--- config.mk ---
export PLATFORM = sky130hd
export DESIGN_NAME = alu_result_stage
export DESIGN_NICKNAME = d
export VERILOG_FILES = /design/src/rtl/alu_pkg.sv /design/src/rtl/alu_result_fifo.sv /design/src/rtl/alu_result_stage.sv
export SDC_FILE = /design/constraint.sdc
export NUM_CORES = 1
export LEC_CHECK = 0
export BUFFER_PORTS_ARGS = -buffer_cell sky130_fd_sc_hd__buf_2
export CORE_ASPECT_RATIO = 0.9
export CORE_UTILIZATION = 57
export CTS_CLUSTER_SIZE = 10
export DETAILED_ROUTE_END_ITERATION = 12
export PLACE_DENSITY_LB_ADDON = 0.1
export SLEW_MARGIN = 20
export SYNTH_ARGS = -nofsm -noshare
export SYNTH_HDL_FRONTEND = slang
export SYNTH_SLANG_ARGS = --single-unit
--- constraint.sdc ---
create_clock -name clk -period 3.7 [get_ports clk]
set_input_delay 0.185 -clock clk [delete_from_list [all_inputs] [get_ports clk]]
set_output_delay 0.185 -clock clk [all_outputs]
set_load 0.05 [all_outputs]
--- src/rtl/alu_pkg.sv ---
// Shared constants for the ALU result stage: mode encodings, flag bit
// positions and the default datapath width.
package alu_pkg;

    localparam logic [2:0] MODE_ADD  = 3'd0;
    localparam logic [2:0] MODE_AND  = 3'd1;
    localparam logic [2:0] MODE_OR   = 3'd2;
    localparam logic [2:0] MODE_XOR  = 3'd3;
    localparam logic [2:0] MODE_XNOR = 3'd4;

    localparam int FLG_C = 0;
    localparam int FLG_Z = 1;
    localparam int FLG_N = 2;
    localparam int FLG_E = 3;

    localparam int W_DEFAULT = 8;

endpackage

--- src/rtl/alu_result_fifo.sv ---
// Generic synchronous FIFO. Pointers carry one extra wrap bit so full and
// empty are distinguishable without a separate count register.
module alu_result_fifo #(
    parameter int DEPTH = 2,
    parameter int DW    = 15
) (
    input  logic          clk,
    input  logic          rst_n,
    input  logic          push,
    input  logic          pop,
    input  logic [DW-1:0] wdata,
    output logic [DW-1:0] rdata,
    output logic          full,
    output logic          empty
);

    localparam int AW = $clog2(DEPTH);

    logic [DW-1:0] mem [DEPTH];
    logic [AW:0]   wr_ptr;
    logic [AW:0]   rd_ptr;
    logic          do_push;
    logic          do_pop;

    // Full means the wrap bits differ while the index bits match.
    assign full    = (wr_ptr ^ rd_ptr) == {1'b1, {AW{1'b0}}};
    assign empty   = (wr_ptr == rd_ptr);
    // A push into a full FIFO is only legal when the head leaves this cycle.
    assign do_pop  = pop && !empty;
    assign do_push = push && (!full || do_pop);
    assign rdata   = mem[rd_ptr[AW-1:0]];

    // Pointer update; reset empties the FIFO.
    always_ff @(posedge clk) begin
        if (!rst_n) begin
            wr_ptr <= '0;
            rd_ptr <= '0;
        end else begin
            if (do_push) wr_ptr <= wr_ptr + 1'b1;
            if (do_pop)  rd_ptr <= rd_ptr + 1'b1;
        end
    end

    // Storage write; contents are don't-care until the pointers cover them.
    always_ff @(posedge clk) begin
        if (rst_n && do_push) mem[wr_ptr[AW-1:0]] <= wdata;
    end

endmodule

--- src/rtl/alu_result_stage.sv ---
// Registered result stage behind the ALU: derives {err,neg,zero,carry} at
// push time, queues {mode,flags,data} in a small FIFO and keeps the last
// accepted result as the accumulator fed back to the ALU A operand.
// Optional statistics (carry_cnt, err_seen) are built when
// ALU_RESULT_STAT_EN is defined.
module alu_result_stage
    import alu_pkg::*;
#(
    parameter int DEPTH = 2,
    parameter int W     = W_DEFAULT
) (
    input  logic         clk,
    input  logic         rst_n,
    input  logic         in_valid,
    output logic         in_ready,
    input  logic [2:0]   Mode,
    input  logic [W-1:0] X,
    input  logic         C_out,
    output logic         out_valid,
    input  logic         out_ready,
    output logic [W-1:0] out_data,
    output logic [3:0]   out_flags,
    output logic [2:0]   out_mode,
`ifdef ALU_RESULT_STAT_EN
    output logic [15:0]  carry_cnt,
    output logic [0:0]   err_seen,
`endif
    output logic [W-1:0] acc
);

    localparam int DW = W + 4 + 3;

    logic          push;
    logic          pop;
    logic          full;
    logic          empty;
    logic [3:0]    flags;
    logic [DW-1:0] wdata;
    logic [DW-1:0] rdata;

    // Flag derivation; illegal modes are never ADD, so their carry is 0.
    always_comb begin
        flags        = '0;
        flags[FLG_C] = (Mode == MODE_ADD) && C_out;
        flags[FLG_Z] = (X == '0);
        flags[FLG_N] = X[W-1];
        flags[FLG_E] = (Mode > MODE_XNOR);
    end

    assign in_ready  = !full || out_ready;
    assign out_valid = !empty;
    assign push      = in_valid && in_ready;
    assign pop       = out_valid && out_ready;
    assign wdata     = {Mode, flags, X};

    // Head fields read as zero whenever nothing is queued.
    assign out_data  = empty ? '0 : rdata[W-1:0];
    assign out_flags = empty ? '0 : rdata[W+3:W];
    assign out_mode  = empty ? '0 : rdata[W+6:W+4];

    alu_result_fifo #(
        .DEPTH (DEPTH),
        .DW    (DW)
    ) u_fifo (
        .clk   (clk),
        .rst_n (rst_n),
        .push  (push),
        .pop   (pop),
        .wdata (wdata),
        .rdata (rdata),
        .full  (full),
        .empty (empty)
    );

    // Accumulator tracks every accepted result, error entries included.
    always_ff @(posedge clk) begin
        if (!rst_n)    acc <= '0;
        else if (push) acc <= X;
    end

`ifdef ALU_RESULT_STAT_EN
    // Saturating carry counter and sticky error marker.
    always_ff @(posedge clk) begin
        if (!rst_n) begin
            carry_cnt <= '0;
            err_seen  <= '0;
        end else if (push) begin
            if (flags[FLG_C] && carry_cnt != 16'hFFFF) carry_cnt <= carry_cnt + 16'd1;
            if (flags[FLG_E]) err_seen <= 1'b1;
        end
    end
`endif

endmodule

# == Word level (Yosys, flattened, before mapping) ==
# Memories as Yosys holds them, arrays and structs flattened. A register that Yosys moved wholly into a read port is not among the register bits.
# Cells that the tools add are included.
# classes
n_bitwise,1
add_sub_neg,2
n_reduce_logical,12
mux,7
n_eq_ne,2
order_cmp,1
# op_table
cell,count
8-bit logical NOT,1
8-bit two-way mux,1
1-bit logical AND,6
"2-bit by 1-bit adder with 2-bit output, second input constant",2
1-bit two-way mux,4
4-bit two-way mux,1
"3-bit > comparator, second input constant",1
3-bit logical NOT,1
3-bit two-way mux,1
2-bit == test,1
"2-bit == test, second input constant",1
1-bit logical NOT,2
1-bit logical OR,2
2-bit bitwise XOR,1
# word_totals
memories,1
output_inout_bits,25
register_bits,12
mem_bits_rw,30
# mem_list
memory,words,word_bits,rd,rd_clocked_by_memory_dff,write_ports,line_no,text
u_fifo.mem,2,15,1,1,1,alu_result_fifo.sv:19,logic [DW-1:0] mem [DEPTH];

# == Depth between registers and ports, before layout ==
# Gate-level depths: netlist of the first run.
# depth
ltp_word,9
mapped_depth,6
mapped_depth_nobuf,3

# == Hierarchy ==
# From an unflattened synthesis of the first run, not the netlist that was laid out.
# unflattened
hier_cells,141
hier_area_um2,1876.8
# by_module_without_submodules
module,n_inst,cells_each,seq_area_each_um2,area_each_um2
alu_result_fifo,1,81,1001.0,1382.6
alu_result_stage,1,60,160.2,494.2

# == Least setup slack after synthesis of the first run ==
# OpenSTA, ideal clock, no wires.
# synth_path
path_kind,reg2out
from,register u_fifo.rd_ptr[0]
to,output out_flags[2]
path_buffers,3
required_ps,3515
arrival_time_ps,2031
path_slack_ps,1484
path_stages_with_launch,7
cell_sequence,dfxtp_1 -> buf_2 -> xor2_4 -> nor2_1 -> buf_2 -> nor2_1 -> buf_4
# synth_via
elab_chain_len,2
# synth_rtl
item,line_no,text
start: declaration,alu_result_fifo.sv:21,logic [AW:0] rd_ptr;
start signal: assignment,alu_result_fifo.sv:40,if (do_pop) rd_ptr <= rd_ptr + 1'b1;
2-bit == test,alu_result_fifo.sv:27,assign empty = (wr_ptr == rd_ptr);
4-bit two-way mux,alu_result_stage.sv:58,assign out_flags = empty ? '0 : rdata[W+3:W];
end: declaration,alu_result_stage.sv:22,"output logic [3:0] out_flags,"
# Every way passes these cells.

# == Worst setup path after layout of the first run ==
# layout_path
from,register u_fifo.wr_ptr[0]
to,output out_data[7]
# layout_via
elab_chain_len,2
# layout_rtl
item,line_no,text
start: declaration,alu_result_fifo.sv:20,logic [AW:0] wr_ptr;
start signal: assignment,alu_result_fifo.sv:39,if (do_push) wr_ptr <= wr_ptr + 1'b1;
2-bit == test,alu_result_fifo.sv:27,
8-bit two-way mux,alu_result_stage.sv:57,assign out_data = empty ? '0 : rdata[W-1:0];
end: declaration,alu_result_stage.sv:21,"output logic [W-1:0] out_data,"
# Every way passes these cells.

==> results.cfg, run 1 <==
[status]
outcome = finished clean

[cells_and_area]
fin_nets = 218
final_core_util_pct = 70.5
area_growth_pct = 15.3
num_antenna_cells = 0
drive_gt1_share_pct = 25.1
design_area_sq_mm = 0.00221
fill_cells = 241

[synth]
synth_top_cell_by_area = edfxtp_1
syn_nets = 185
synth_area_sq_mm = 0.00192
synth-edff-count = 28
synthFlopType = edfxtp_1
synth_cells = 169
yosys-top-cells-area = edfxtp_1, dfxtp_1, mux2i_1, or4_1, nor2_1
syn_avg_cell_area_sq_um = 11.3
synthArstFlopShare_pct = 0
synth_top_area_share_pct = 43.8
ys_warn_count = 0
synthTopCellsByCount = edfxtp_1, nor2_1, mux2i_1
ys_seq_area_share_pct = 57.4
yosysMostFrequentCell = edfxtp_1
ys_types = 33
synth_seq_cells = 41

[setup_path]
crit_fanout = 19
crit_chain = xor2_4 > nor2_1 > nor2_1 > buf_2
cp_slowest_cell = nor2_1
worst_r2r_path_depth = 4
path_class = reg -> out
end_kind = primary output
cp-startpoint = u_fifo.wr_ptr[0]
crit_buf_inv = 1
crit_top_cell = nor2_1
rrSetupSlack_ns = 1.72
timing.rr.start = u_fifo.rd_ptr[1]
arrival_ns = 2.30
cpLargestDelayFamily = simple AND/OR/NAND/NOR gates
crit_cells = 4
r2r_end = u_fifo.mem[0][0]
critical-path-max-stage-delay_ns = 0.79
worstSetupStartpointType = flop
endpoint = out_data[7]
required_ns = 3.51

[cts]
root_buffer = clkbuf_8
post_cts_buffers = 0
cts_tree = built
htree_levels = 2
cts.path.max_buffers = 2
cts_sinks = 41
postCtsHoldBufs = 0
path_clk_slew_ns = 0.08
cts_resized = 0
cts_buffers = 5
clock_latency_ns = 0.29

[place]
dp_slack_ns = 1.51
dpl_cell_area_sq_mm = 0.00210
portBuffers = 40
gp_congestion = 0.788
hpwl_microns = 2310

[drt]
ant_nets = 0
drcViolationCount = 0
viasPerCell = 5.69
drtPass1Iterations = 4
wl_per_cell_microns = 14.2
via_count = 1394
drt_iter0_markers = 67
routed_wl_microns = 3480

[global_route]
grt_pass1_vias = 1301
grt_pass1_wl_microns = 5820
antenna_found_initial = 0
grt.total_usage_pct = 21.4
grt_overflow = 0
grt_max_degree = 32

[timing]
setup-tns-final_ns = 0
fin_skew_ns = 0.00392
setup_viol = 0
hold_viol_final = 0
slew_headroom_pct = 35.7
min_period_ns = 2.48
drv_slew = 0
fin_crit_sh_pct = 67.0
rsz0062_at_grt = false
worst_slew_pin_slew_ns = 0.961
fin_ws_ns = 1.22
clock.fmax_ghz = 0.403

[floorplan]
die_h_microns = 57.0
io_pins = 41
die_x_microns = 63.1
start_util_pct = 61.1
dieArea_sq_mm = 0.00360
coreArea_sq_mm = 0.00314
rows = 19

[power]
cellPowerDensity_mw_per_mm2 = 606
vdd_ir_drop_max_mv = 0.361
p_leak_nw = 0.888

[hold_path]
hold_class = in -> reg

[run]
cap_violations = 0
-- metrics by stage --
step / power [W] / hold slack, ns / std cells
after CTS: 0.00135 / 0.102 / 245
final: 0.00134 / 0.107 / 245
after global routing: 0.00139 / 0.103 / 245
after global placement: 0.000996 / 0.399 / 237
after detailed placement: 0.00100 / 0.403 / 237
after floorplan: 0.000922 / 0.284 / 169
-- cell usage in the layout (no fill, tap or decap), types with 2 or more instances in the layout --
cell,netlist,routed
and3_1,8,8
or4_1,10,10
nand2_1,11,11
dfxtp_1,13,13
buf_2,7,40
inv_1,2,2
o21ai_1,9,9
nor2_1,19,19
a32oi_1,8,8
nand3_1,10,10
buf_4,2,2
mux2i_1,17,17
edfxtp_1,28,28
clkbuf_8,0,5
-- sequential cells by signal, indices dropped and copies added (netlist names), named ones only --
register       cells
u_fifo.mem        28
acc                8
u_fifo.rd_ptr      2
u_fifo.wr_ptr      2
-- where the power goes --
| part | switching (W) | internal [W] |
|---|---|---|
| registers | 0.0000407 | 0.000522 |
| logic | 0.000324 | 0.000107 |
| clock network | 0.000147 | 0.000198 |
-- worst register-to-register path, delay by kind of cell (launching register included) --
kind            cells  cell delay, ns
buf+inv             1            0.24
xor+xnor            1            0.15
flops               1            0.46
compound gates      1            0.17
simple gates        1            0.60
-- how the worst min path moves through the flow --
stage,to,start,depth (start not counted)
2_1_floorplan,u_fifo.mem[0][0],X[0],0
3_3_place_gp,u_fifo.mem[1][5],X[5],1
3_5_place_dp,u_fifo.mem[1][3],X[3],1
4_1_cts,u_fifo.mem[0][3],X[3],1
5_1_grt,u_fifo.mem[1][5],X[5],1
6_report,u_fifo.mem[0][3],X[3],1
-- area by class of cell --
cell class | instances | area (sq um) | share of cell area, %
repair buffers | 42 | 215 | 9.73
well taps | 42 | 52.6 | 2.38
multi-input cells | 109 | 722 | 32.6
flip-flops and latches | 41 | 1100 | 49.8
clock inverters | 3 | 41.3 | 1.87
clock buffers | 5 | 68.8 | 3.11
inverters | 3 | 11.3 | 0.509
-- cells by family after synthesis --
kind of cell / after synthesis / synth area share, %
buffers and inverters: 19 / 4.96
AND/OR/NAND/NOR: 65 / 17.6
AO/OA/AOI/OAI: 24 / 8.81
multiplexers: 17 / 8.87
XOR/XNOR: 3 / 2.35
flip-flops: 41 / 57.4
-- routing by layer --
metal,part of all wire (%),wire [microns],GRT usage [%]
met1,46,1610,27.5
met2,48,1660,34.6
met3,4.5,158,5.80
met4,1.5,51,8.31
met5,0,0,0
Power figures use the tool's default switching activity.
==> run 2, diff against run 1 <==
--- a/config.mk
+++ b/config.mk
@@ -7,7 +7,7 @@
 export LEC_CHECK = 0
 export BUFFER_PORTS_ARGS = -buffer_cell sky130_fd_sc_hd__buf_2
 export CORE_ASPECT_RATIO = 0.9
-export CORE_UTILIZATION = 57
+export CORE_UTILIZATION = 53
 export CTS_CLUSTER_SIZE = 10
 export DETAILED_ROUTE_END_ITERATION = 12
 export PLACE_DENSITY_LB_ADDON = 0.1
==> constraint.sdc (replaced) <==
create_clock -name clk -period 2.38 [get_ports clk]
set_input_delay 0.119 -clock clk [delete_from_list [all_inputs] [get_ports clk]]
set_output_delay 0.119 -clock clk [all_outputs]
set_load 0.05 [all_outputs]
==> run 2 against run 1 <==
Combinational power is 63% higher. Worst setup slack got worse by 0.99 ns. First-iteration DRC count unchanged. Clock-buffer cell count rose by 1. Clock power up 27%. Cell area fell by 0.28%. Sequential share of layout area rose by 0.14 points. Utilization is 6.2 points lower. Total power rose by 49%. Critical path depth unchanged. Via count is 0.36% higher. Largest power group unchanged. Highest routed layer unchanged.
==> results.cfg, run 2 (synthesized netlist as in run 1, its figures left out) <==
[drt]
ant_nets = 0
routed_wl_microns = 3760
drt_iter0_markers = 67
wl_per_cell_microns = 15.1
via_count = 1399
drtPass1Iterations = 4
viasPerCell = 5.62
drcViolationCount = 0

[cts]
clock_latency_ns = 0.29
htree_levels = 2
cts_buffers = 5
post_cts_buffers = 0
path_clk_slew_ns = 0.08
cts.path.max_buffers = 2
cts_tree = built
root_buffer = clkbuf_8
cts_sinks = 41

[setup_path]
worstSetupStartpointType = flop
r2r_end = u_fifo.mem[0][11]
rrSetupSlack_ns = 0.83
arrival_ns = 2.03
timing.rr.start = u_fifo.rd_ptr[1]
path_class = reg -> out
end_kind = primary output
worst_r2r_path_depth = 4
required_ns = 2.26
crit_fanout = 19

[cells_and_area]
largest_register_ffs = 28
fill_cells = 287
multi_input_area_sq_um = 724
regArea_sq_mm = 0.00110
drive_gt1_share_pct = 25.9
layout_commonest_cell = buf_2
area_growth_pct = 15.0
fin_nets = 220
design_area_sq_mm = 0.00221
final_cell_mix = buf_2, edfxtp_1, nor2_1, mux2i_1, dfxtp_1
num_antenna_cells = 0

[timing]
fin_crit_sh_pct = 90.3
fin_ws_ns = 0.231
min_period_ns = 2.15
fin_skew_ns = 0.00218
setup_viol = 0
hold_viol_final = 0
rsz0062_at_grt = false
drv_slew = 0
setup-tns-final_ns = 0
clock.fmax_ghz = 0.465
slew_headroom_pct = 58.7
worst_slew_pin_slew_ns = 0.618

[hold_path]
min-delay-start = X[5]
min_to = u_fifo.mem[1][5]
hold_class = in -> reg
hold_path_depth = 1

[global_route]
grt_max_degree = 32
grt_busiest_layer = met2
grt_use_met3_pct = 6.54
use_met2_pct = 36.4
grt_pass1_vias = 1301
grt_pass1_wl_microns = 6020
grt_overflow = 0
grt.total_usage_pct = 21.4
antenna_found_initial = 0
met1_usage_pct = 25.5

[run]
cap_violations = 0

[power]
vdd_ir_drop_max_mv = 0.524
cellPowerDensity_mw_per_mm2 = 903
p_leak_nw = 0.886

[floorplan]
start_util_pct = 55.9
coreArea_sq_mm = 0.00343
rows = 20
io_pins = 41
die_x_microns = 65.4
dieArea_sq_mm = 0.00386
die_h_microns = 59.1

[place]
portBuffers = 40
dpl_cell_area_sq_mm = 0.00212
hpwl_microns = 2510
gp_congestion = 0.884
dp_slack_ns = 0.231

[status]
outcome = finished clean
==> run 2: worst max-delay path by stage <==
| stage | from | end | slack [ns] | depth (start not counted) |
|---|---|---|---|---|
| after global placement | u_fifo.wr_ptr[0] | out_flags[2] | 0.34 | 4 |
| after CTS | u_fifo.wr_ptr[0] | out_data[7] | 0.22 | 4 |
| final | u_fifo.wr_ptr[0] | out_data[7] | 0.23 | 4 |
| after floorplan | u_fifo.rd_ptr[0] | out_flags[2] | 0.23 | 6 |
| after global routing | u_fifo.wr_ptr[0] | out_data[7] | 0.05 | 4 |
| after detailed placement | u_fifo.wr_ptr[0] | out_data[7] | 0.23 | 4 |
==> run 2: cell type report <==
| class | instances | area share (%) |
|---|---|---|
| well taps | 44 | 2.50 |
| multi-input cells | 109 | 32.8 |
| clock inverters | 2 | 0.510 |
| flip-flops and latches | 41 | 49.9 |
| inverters | 3 | 0.510 |
| repair buffers | 44 | 10.4 |
| clock buffers | 6 | 3.29 |
==> run 2: stage by stage <==
stage / hold WS [ns] / std cells / total power, W / util, %
after detailed placement: 0.332 / 241 / 0.00157 / 61.8
final: 0.0325 / 249 / 0.00199 / 64.3
after global routing: 0.0218 / 249 / 0.00208 / 64.3
after CTS: 0.0256 / 249 / 0.00200 / 64.3
after floorplan: 0.218 / 169 / 0.00143 / -
after global placement: 0.334 / 241 / 0.00155 / 61.8
==> run 2: where the power goes <==
group          total (W)  internal (W)  switching, W
Sequential      0.000851      0.000812     0.0000394
Combinational   0.000703      0.000172      0.000531
Clock           0.000437      0.000203      0.000234
Total            0.00199       0.00119      0.000805
==> run 2: what timing repair did <==
action	in CTS	in global routing
endpoints found under the setup margin	15	0
endpoints found under the hold margin	0	0
hold buffers	0	0
gates resized for setup	1	0
==> run 2: worst max-delay path: stages (launching register included) <==
cell     delay (ns)
dfxtp_1        0.57
xor2_4         0.47
nor2_2         0.25
nor2_1         0.17
buf_2          0.27
==> run 2: per-layer routing <==
layer / share of wire, % / vias up
met2: 50 / 41
met3: 5.3 / 5
met5: 0 / -
met4: 1.4 / 0
met1: 43 / 651
li1: - / 702
==> run 3, diff against run 2 <==
--- a/config.mk
+++ b/config.mk
@@ -14,4 +14,5 @@
 export SLEW_MARGIN = 20
 export SYNTH_ARGS = -nofsm -noshare
 export SYNTH_HDL_FRONTEND = slang
+export SYNTH_HIERARCHICAL = 1
 export SYNTH_SLANG_ARGS = --single-unit
==> run 3 against run 2 <==
Global-route usage is 2.0 points lower. Via count is 15% lower. Sequential power is 1% higher. Sequential share of layout area is 2.3 points higher. Critical path depth is 2 higher. Combinational power is 46% lower. Fmax is 1.8% lower. Utilization is 1.5 points higher. Cell count is 8.4% lower. Worst setup slack worse by 0.040 ns. Critical path type is now reg -> reg.
==> results.cfg, run 3 <==
[global_route]
antenna_found_initial = 0
grt_max_degree = 21
grt_pass1_vias = 1172
grt_pass1_wl_microns = 5340
grt_overflow = 0
grt.total_usage_pct = 19.4

[status]
outcome = finished clean

[synth]
synthTopCellsByCount = edfxtp_1, nand2_1, mux2_2
yosys-top-cells-area = edfxtp_1, dfxtp_1, mux2_2, mux2i_1, nand2_1
synthArstFlopShare_pct = 0
synth_top_cell_by_area = edfxtp_1
synth-edff-count = 30
ys_warn_count = 6
ys_types = 34
ys_seq_area_share_pct = 61.9
synth_top_area_share_pct = 48.0
yosysMostFrequentCell = edfxtp_1
synth_cells = 141
syn_nets = 157
synth_area_sq_mm = 0.00188
synthFlopType = edfxtp_1
synth_seq_cells = 43
syn_avg_cell_area_sq_um = 13.3

[setup_path]
arrival_ns = 2.14
critical-path-max-stage-delay_ns = 0.44
rrSetupSlack_ns = 0.19
timing.rr.start = u_fifo/rd_ptr[1]
required_ns = 2.33
cpLargestDelayFamily = simple AND/OR/NAND/NOR gates
end_kind = flop
worstSetupStartpointType = flop
crit_chain = xnor2_1 > nor2_1 > nand2b_4 > and2_4 > and2b_1 > o311a_2
worst_r2r_path_depth = 6
crit_cells = 6
crit_fanout = 15
path_class = reg -> reg
crit_buf_inv = 0
cp_slowest_cell = o311a_2
r2r_end = u_fifo/mem[0][5]

[floorplan]
start_util_pct = 55.6
coreArea_sq_mm = 0.00338
dieArea_sq_mm = 0.00378
io_pins = 41
rows = 20
die_h_microns = 58.5
die_x_microns = 64.7

[timing]
fin_ws_ns = 0.191
setup-tns-final_ns = 0
slew_headroom_pct = 52.8
worst_slew_pin_slew_ns = 0.707
clock.fmax_ghz = 0.457
setup_viol = 0
rsz0062_at_grt = false
fin_crit_sh_pct = 92.0
min_period_ns = 2.19
fin_skew_ns = 0.00432
hold_viol_final = 0
drv_slew = 0

[cts]
cts_buffers = 5
cts_tree = built
path_clk_slew_ns = 0.07
htree_levels = 2
cts_sinks = 43
cts_resized = 0
clock_latency_ns = 0.29
root_buffer = clkbuf_8
cts.path.max_buffers = 2
postCtsHoldBufs = 0
post_cts_buffers = 0

[cells_and_area]
final_core_util_pct = 65.9
final_cell_mix = buf_2, edfxtp_1, nand2_1, mux2_2, dfxtp_1
layout_commonest_cell = buf_2
num_antenna_cells = 0
drive_gt1_share_pct = 37.5
largest_register_ffs = 30
fin_nets = 200
area_growth_pct = 18.5
design_area_sq_mm = 0.00222

[run]
cap_violations = 0

[place]
gp_congestion = 0.867
dp_slack_ns = 0.211
portBuffers = 40
dpl_cell_area_sq_mm = 0.00212
hpwl_microns = 2240

[power]
internal_power_w = 0.00126
vdd_ir_drop_max_mv = 0.403
p_comb_share_pct = 21.5
p_leak_nw = 0.911
p_sw_w = 0.000519
seqPwrFrac_pct = 48.4
cellPowerDensity_mw_per_mm2 = 799
power_switching_share_pct = 29.2
clkPwrFrac_pct = 30.1

[drt]
wl_per_cell_microns = 14.2
viasPerCell = 5.21
drtPass1Iterations = 4
ant_nets = 0
drcViolationCount = 0
via_count = 1187
routed_wl_microns = 3230
drt_iter0_markers = 64

[hold_path]
min-delay-start = X[0]
min_to = u_fifo/mem[1][0]
hold_path_depth = 1
hold_class = in -> reg
-- run 3: cell families (layout without fill, tap and decap cells) --
family | after synthesis | in the layout | share of synthesized area, %
AND/OR/NAND/NOR | 53 | 53 | 16.6
flip-flops | 43 | 43 | 61.9
multiplexers | 24 | 24 | 13.8
AO/OA/AOI/OAI | 9 | 9 | 3.53
buffers and inverters | 9 | 52 | 2.80
XOR/XNOR | 3 | 3 | 1.40
-- run 3: how the worst max path moves through the flow --
stage	startpoint	to	slack, ns
3_5_place_dp	u_fifo/rd_ptr[1]	u_fifo/mem[0][2]	0.21
2_1_floorplan	u_fifo/rd_ptr[1]	u_fifo/mem[1][0]	0.1
3_3_place_gp	u_fifo/rd_ptr[1]	u_fifo/mem[0][4]	0.29
4_1_cts	u_fifo/wr_ptr[1]	u_fifo/mem[0][13]	0.19
6_report	u_fifo/rd_ptr[1]	u_fifo/mem[0][5]	0.19
5_1_grt	u_fifo/rd_ptr[1]	u_fifo/mem[1][4]	0.07
-- run 3: power groups by stage --
| stage | combinational, W | clock, W | sequential, W |
|---|---|---|---|
| global placement | 0.000381 | 0 | 0.000875 |
| CTS | 0.000388 | 0.000545 | 0.000860 |
| finish | 0.000383 | 0.000535 | 0.000860 |
| detailed placement | 0.000388 | 0 | 0.000877 |
| floorplan | 0.000271 | 0 | 0.000899 |
| global route | 0.000409 | 0.000572 | 0.000864 |
-- run 3: cell type report --
type	count	area (sq um)
Multi-Input combinational cell	89	676
Fill cell	267	1150
Clock buffer	6	72.6
Inverter	2	7.51
Tap cell	44	55.1
Timing Repair Buffer	43	223
Clock inverter	1	30.0
Sequential cell	43	1160
-- run 3: layer usage --
layer	global-route usage, %	part of all wire, %
met1	23.1	43
met2	31.8	49
met5	0	0
met3	6.40	5.6
met4	9.84	2.3
-- run 3: stage by stage --
step,power (W),hold slack (ns),std cells
finish,0.00178,0.0453,228
global route,0.00185,0.0350,228
CTS,0.00179,0.0378,228
detailed placement,0.00126,0.345,221
global placement,0.00126,0.338,221
floorplan,0.00117,0.218,141
